===== src/rtl/serial_paralelo_rx.sv =====
// ============================================================================
//  Module   : serial_paralelo_rx
//  Purpose  : MSB-first serial-to-parallel receiver aligned on the comma idle
//             symbol; declares link activity after a run of aligned commas.
//  Revision : 1.0 - initial release
// ============================================================================
`default_nettype none

module serial_paralelo_rx #(
  parameter logic [7:0]  COMMA      = 8'hBC,
  parameter int unsigned LOCK_COUNT = 4
) (
  input  logic       clk_8f,
  input  logic       reset,
  input  logic       data_in,
  output logic [7:0] data_out,
  output logic       valid_out,
  output logic       byte_strb,
  output logic       active
);

  localparam logic [3:0] c_LOCK = 4'(LOCK_COUNT);

  typedef enum logic [1:0] {
    ST_SEARCH = 2'd0,
    ST_ALIGN  = 2'd1,
    ST_ACTIVE = 2'd2
  } state_t;

  state_t     r_state;
  logic [7:0] r_sr;
  logic [2:0] r_cnt;
  logic [3:0] r_bc_cnt;

  logic [7:0] w_word;
  logic       w_is_comma;
  logic       w_boundary;
  logic [3:0] w_bc_next;

  // The byte completing at this edge includes the bit being sampled now.
  assign w_word     = {r_sr[6:0], data_in};
  assign w_is_comma = (w_word == COMMA);
  assign w_boundary = (r_cnt == 3'd7);
  assign w_bc_next  = r_bc_cnt + 4'd1;

  always_ff @(posedge clk_8f or posedge reset) begin
    if (reset) begin
      r_state   <= ST_SEARCH;
      r_sr      <= 8'h00;
      r_cnt     <= 3'd0;
      r_bc_cnt  <= 4'd0;
      data_out  <= 8'h00;
      valid_out <= 1'b0;
      byte_strb <= 1'b0;
      active    <= 1'b0;
    end else begin
      r_sr      <= w_word;
      byte_strb <= 1'b0;
      case (r_state)
        ST_SEARCH: begin
          if (w_is_comma) begin
            r_state  <= ST_ALIGN;
            r_cnt    <= 3'd0;
            r_bc_cnt <= 4'd1;
          end
        end
        ST_ALIGN: begin
          r_cnt <= r_cnt + 3'd1;
          if (w_boundary) begin
            if (w_is_comma) begin
              r_bc_cnt <= w_bc_next;
              if (w_bc_next == c_LOCK) begin
                r_state <= ST_ACTIVE;
                active  <= 1'b1;
              end
            end else begin
              // Misaligned run: restart the sliding search on the next edge.
              r_state  <= ST_SEARCH;
              r_bc_cnt <= 4'd0;
              r_cnt    <= 3'd0;
            end
          end
        end
        ST_ACTIVE: begin
          r_cnt <= r_cnt + 3'd1;
          if (w_boundary) begin
            byte_strb <= 1'b1;
            if (w_is_comma) begin
              valid_out <= 1'b0;
            end else begin
              data_out  <= w_word;
              valid_out <= 1'b1;
            end
          end
        end
        default: begin
          r_state <= ST_SEARCH;
        end
      endcase
    end
  end

endmodule

`default_nettype wire

===== config.mk =====
export PLATFORM = sky130hd
export DESIGN_NAME = serial_paralelo_rx
export DESIGN_NICKNAME = d
export VERILOG_FILES = /design/src/rtl/serial_paralelo_rx.sv
export SDC_FILE = /design/constraint.sdc
export NUM_CORES = 1
export LEC_CHECK = 0
export ABC_AREA = 1
export CAP_MARGIN = 20
export CELL_PAD_IN_SITES_DETAIL_PLACEMENT = 0
export CELL_PAD_IN_SITES_GLOBAL_PLACEMENT = 1
export CORE_ASPECT_RATIO = 1.5
export CORE_MARGIN = 8
export CORE_UTILIZATION = 42
export CTS_BUF_LIST = sky130_fd_sc_hd__clkbuf_16
export DETAILED_ROUTE_END_ITERATION = 12
export PLACE_DENSITY = 0.85
export SETUP_SLACK_MARGIN = 0.02
export SLEW_MARGIN = 20
export SYNTH_ARGS = -nofsm -noshare
export SYNTH_HDL_FRONTEND = slang
export SYNTH_SLANG_ARGS = --single-unit

===== constraint.sdc =====
create_clock -name clk_8f -period 2.1 [get_ports clk_8f]
set_input_delay 0.315 -clock clk_8f [delete_from_list [all_inputs] [get_ports clk_8f]]
set_output_delay 0.315 -clock clk_8f [all_outputs]
set_load 0.02 [all_outputs]

# ---- Word level (Yosys, flattened, before mapping)
# Cells that the tools add are included.
dict set report word_totals {
  register_bits 27
  latchBits 0
  ramBits 0
  romBits 0
  in_bits 3
  memories 0
}
dict set report classes {
  add_sub_neg 2
  multipliers 0
  n_div 0
  magnitude_cmp 0
  eq_ne 8
  shift 0
  n_mux 16
  bitwise_logic 2
  reduce_logical 9
}
# op count
set ops {}
lappend ops {{two-way mux 4 bit} 3}
lappend ops {{two-way mux 3 bit} 3}
lappend ops {{one-hot mux 3 bit (3 select lines)} 1}
lappend ops {{equality test 8 bit, second input constant} 1}
lappend ops {{two-way mux 2 bit} 4}
lappend ops {{one-hot mux 4 bit (2 select lines)} 1}
lappend ops {{AND reduction 4 bit} 2}
lappend ops {{one-hot mux 2 bit (3 select lines)} 1}
lappend ops {{AND reduction 3 bit} 2}
lappend ops {{adder 4 x 1 -> 4 bit, second input constant} 1}
lappend ops {{equality test 4 x 3 -> 1 bit, second input constant} 1}
lappend ops {{!= test 2 bit, second input constant} 2}
lappend ops {{AND reduction 2 bit} 2}
lappend ops {{adder 3 x 1 -> 3 bit, second input constant} 1}
lappend ops {{equality test 3 bit, second input constant} 1}
lappend ops {{two-way mux 1 bit} 3}
lappend ops {{!= test 3 bit, second input constant} 1}
lappend ops {{nonzero test 3 bit} 1}
lappend ops {{equality test 2 x 1 -> 1 bit, second input constant} 1}
lappend ops {{equality test 2 bit, second input constant} 1}
lappend ops {{logical NOT 2 bit} 1}
lappend ops {{inverter 1 bit} 2}
lappend ops {{nonzero test 2 bit} 1}

# ---- Longest topological paths before layout
dict set report depth {
  ltp_word 6
  ltp_mapped 10
  mapped_depth_nobuf 10
}

# ---- Least setup slack after synthesis
# Ideal clock, no wire load.
dict set report synth_path {
  kind {register to register}
  startpoint {register r_state[0]}
  endpoint {register r_bc_cnt[1]}
  setup_time_ps 117
  t_arrival_ps 1319
  required_time_ps 1983
  setup_slack_ps 664
  stages_incl_launch_ff 9
  path_buffers 0
  cell_sequence {dfrtp_1 > inv_1 > ha_1 > or2_1 > nand2_1 > a21oi_2 > inv_2 > nand2_1 > nand2_1}
}
dict set report synth_via {
  elab_chain_cells 3
  elab_cells_between_ends 7
  classes_between {3 x eq/ne; 1 x mux; 3 x reduce/logical}
}
# element line
set synth_lines {}
lappend synth_lines {{start: declaration} 30} ;# state_t r_state;
lappend synth_lines {{start signal: assignment} 48} ;# r_state <= ST_SEARCH;
lappend synth_lines {{start signal: assignment} 62} ;# r_state <= ST_ALIGN;
lappend synth_lines {{start signal: assignment} 73} ;# r_state <= ST_ACTIVE;
lappend synth_lines {{equality test 2 x 1 -> 1 bit or logical NOT 2 bit (tied branches)} 59} ;# case (r_state)
lappend synth_lines {{!= test 2 bit (no source line) or nonzero test 2 bit (tied branches)} n/a}
lappend synth_lines {{AND reduction 3 bit (no source line)} n/a}
lappend synth_lines {{end signal: assignment} 71} ;# r_bc_cnt <= w_bc_next;
lappend synth_lines {{end: declaration} 33} ;# logic [3:0] r_bc_cnt;
# Parallel ways exist; a longest one is shown, timed or not.
# A chain may end at the register's enable or synchronous reset.

# ---- Final worst setup path
dict set report layout_path {
  startpoint {register r_state[0]}
  endpoint {register r_bc_cnt[3]}
}
# Same word-level chain as after synthesis.

==> impl_metrics.tcl <==
set metrics [dict create \
    drt-total-wl_mm 2.22 \
    r2r-start "r_state[0]" \
    end_kind "flop" \
    avgViaCountPerCell 4.71 \
    crit_arrival_ns 1.72 \
    place.gp.congestion 0.772 \
    clock_latency_ns 0.26 \
    rows 24 \
    grt_max_degree 28 \
    post_cts_buffers 0 \
    power_w 0.00133 \
    antennaDiodeCount 0 \
    tritoncts "done" \
    ctsHoldBuffers 0 \
    ys_seq_area_share_pct 52.7 \
    min_path_type "reg -> reg" \
    netlist_instances 140 \
    worstMarginPinSlew_ns 0.348 \
    post_cts_resized 0 \
    max-cap-violations 0 \
    slew_headroom_pct 76.7 \
    hold_path_depth 0 \
    p_per_area_nw_per_um2 868 \
    layout.nets 168 \
    outcome "finished clean" \
    die_y_um 83.7 \
    clockRootBuffer "clkbuf_16" \
    synth_top_area_share_pct 52.7 \
    critical_path.endpoint "r_bc_cnt[3]" \
    hold_viol_final 0 \
    clkTransAtPathRegs_ns 0.07 \
    top_level_ports 14 \
    drive_gt1_share_pct 9.62 \
    netlist_top_cells_count "50 x nand2_1, 27 x dfrtp_1, 16 x inv_1" \
    grt_setup_unrepaired "no" \
    crit_fanout 6 \
    synth_seq_cells 27 \
    min_period_over_period_pct 74.9 \
    synthArstFlopShare_pct 100 \
    required_ns 2.25 \
    drt_iter0_markers 13 \
    synth_ff_type "dfrtp_1" \
    cts_buffers 3 \
    ir_drop_mv 0.517 \
    coreArea_um2 2910 \
    synth_area_leaders "dfrtp_1 53%, nand2_1 15%, ha_1 7.8%" \
    port-buffer-count 13 \
    fillers 282 \
    tns_ns 0 \
    fin_skew_ns 0.00336 \
    startpoint_type "flop" \
    htreeDepth 1 \
    place_hpwl_mm 1.77 \
    grt_pass1_vias 932 \
    cts_buffer_depth 2 \
    synth.largest_area_cell "dfrtp_1" \
    worst_hold_slack_ns 0.379 \
    timing.final.max_slew_violations 0 \
    grtUsageTotal_pct 9.50 \
    die-area_um2 5110 \
    antenna_found_initial 0 \
    ant_nets 0 \
    synth.distinct_cells 23 \
    avgSynthCellArea_um2 9.16 \
    dr.pass1.iters 4 \
    yosys_warnings 0 \
    syn-num-nets 151 \
    reg2reg_depth 8 \
    p_leak_nw 0.751 \
    period_minus_slack_ns 1.57 \
    synth.most_common_cell "nand2_1" \
    drc 0 \
    critical_path_class "reg -> reg" \
    r2r-end "r_bc_cnt[3]" \
    crit_start "r_state[0]" \
    reg2reg_slack_ns 0.53 \
    num_vias 918 \
    setup_viol 0 \
    fp.dieW_um 61.1 \
    syn_to_final_growth_pct 19.2 \
    grt_pass1_wl_mm 3.84 \
    cts_sinks 27 \
    wl_per_cell_um 11.4 \
    synth_area_um2 1280 \
    fmax_mhz 635 \
    synth_edf_count 0 \
    start_util_pct 44.0 \
    grt_overflow 0 \
]
power by group:
part           internal (W)  switching, W  leakage, nW
Sequential         0.000557     0.0000371        0.351
Clock              0.000259      0.000175       0.0371
Combinational      0.000109      0.000190        0.363
worst max-delay path: stages (launching register included):
cell	delay, ns
dfrtp_1	0.41
inv_1	0.09
ha_1	0.35
or2_1	0.15
nand2_1	0.06
a21oi_2	0.22
inv_2	0.08
nand2_1	0.06
nand2_1	0.05
registers in the layout, indices dropped and copies added (netlist names):
register / cells
active: 1
byte_strb: 1
data_out: 8
r_bc_cnt: 4
r_cnt: 3
r_sr: 7
r_state: 2
valid_out: 1
worst min path at each step:
stage | start | endpoint | slack [ns]
floorplan | data_in | r_sr[0] | 0.35
global placement | r_sr[5] | r_sr[6] | 0.36
detailed placement | r_sr[0] | r_sr[1] | 0.37
CTS | r_sr[0] | r_sr[1] | 0.38
global route | r_sr[0] | r_sr[1] | 0.39
finish | r_sr[0] | r_sr[1] | 0.38
logic make-up after synthesis:
family	Yosys count	synth area share (%)
DFF	27	52.7
adders and majority gates	8	7.81
and+or+nand+nor	74	26.3
AOI/OAI and AO/OA	12	6.44
buffers and inverters	19	6.73
per-stage QoR:
stage / worst slack [ns] / utilization [%] / area [um2] / std cells
2_1_floorplan: 0.664 / - / 1280 / 140
3_3_place_gp: 0.299 / 49.7 / 1450 / 191
3_5_place_dp: 0.239 / 49.7 / 1450 / 191
4_1_cts: 0.511 / 52.5 / 1530 / 195
5_1_grt: 0.344 / 52.5 / 1530 / 195
6_report: 0.526 / 52.5 / 1530 / 195
placed cells by master, fill, tap and decap left out:
cell and n:
a21boi_0 1, a21oi_1 1, a21oi_2 1, a21oi_4 1, buf_4 1, clkbuf_16 3
clkdlybuf4s50_1 13, clkinvlp_4 1, dfrtp_1 27, ha_1 8, inv_1 16, inv_2 1
nand2_1 50, nand2_2 1, nand2_4 3, nand3_1 10, nand3b_1 1, nand4_1 1
nor2_1 3, nor2_2 2, nor2_4 1, nor3_1 1, o211ai_1 1, o21ai_0 6
o21bai_1 1, or2_1 1
per-layer routing:
metal,up-vias,routed length (um),track usage [%]
met5,-,0,0
met2,9,1180,16.7
met1,438,958,10.6
met4,0,15,3.20
met3,2,61,1.85
li1,469,-,-
layout make-up:
class | instances | area (um2) | area share (%)
Inverter | 17 | 63.8 | 4.17
Multi-Input combinational cell | 94 | 520 | 34.0
Sequential cell | 27 | 676 | 44.2
Clock buffer | 3 | 75.1 | 4.91
Timing Repair Buffer | 14 | 138 | 9.00
Tap cell | 39 | 48.8 | 3.19
Clock inverter | 1 | 7.51 | 0.491
Note: power is estimated with default switching activity, not from simulation.
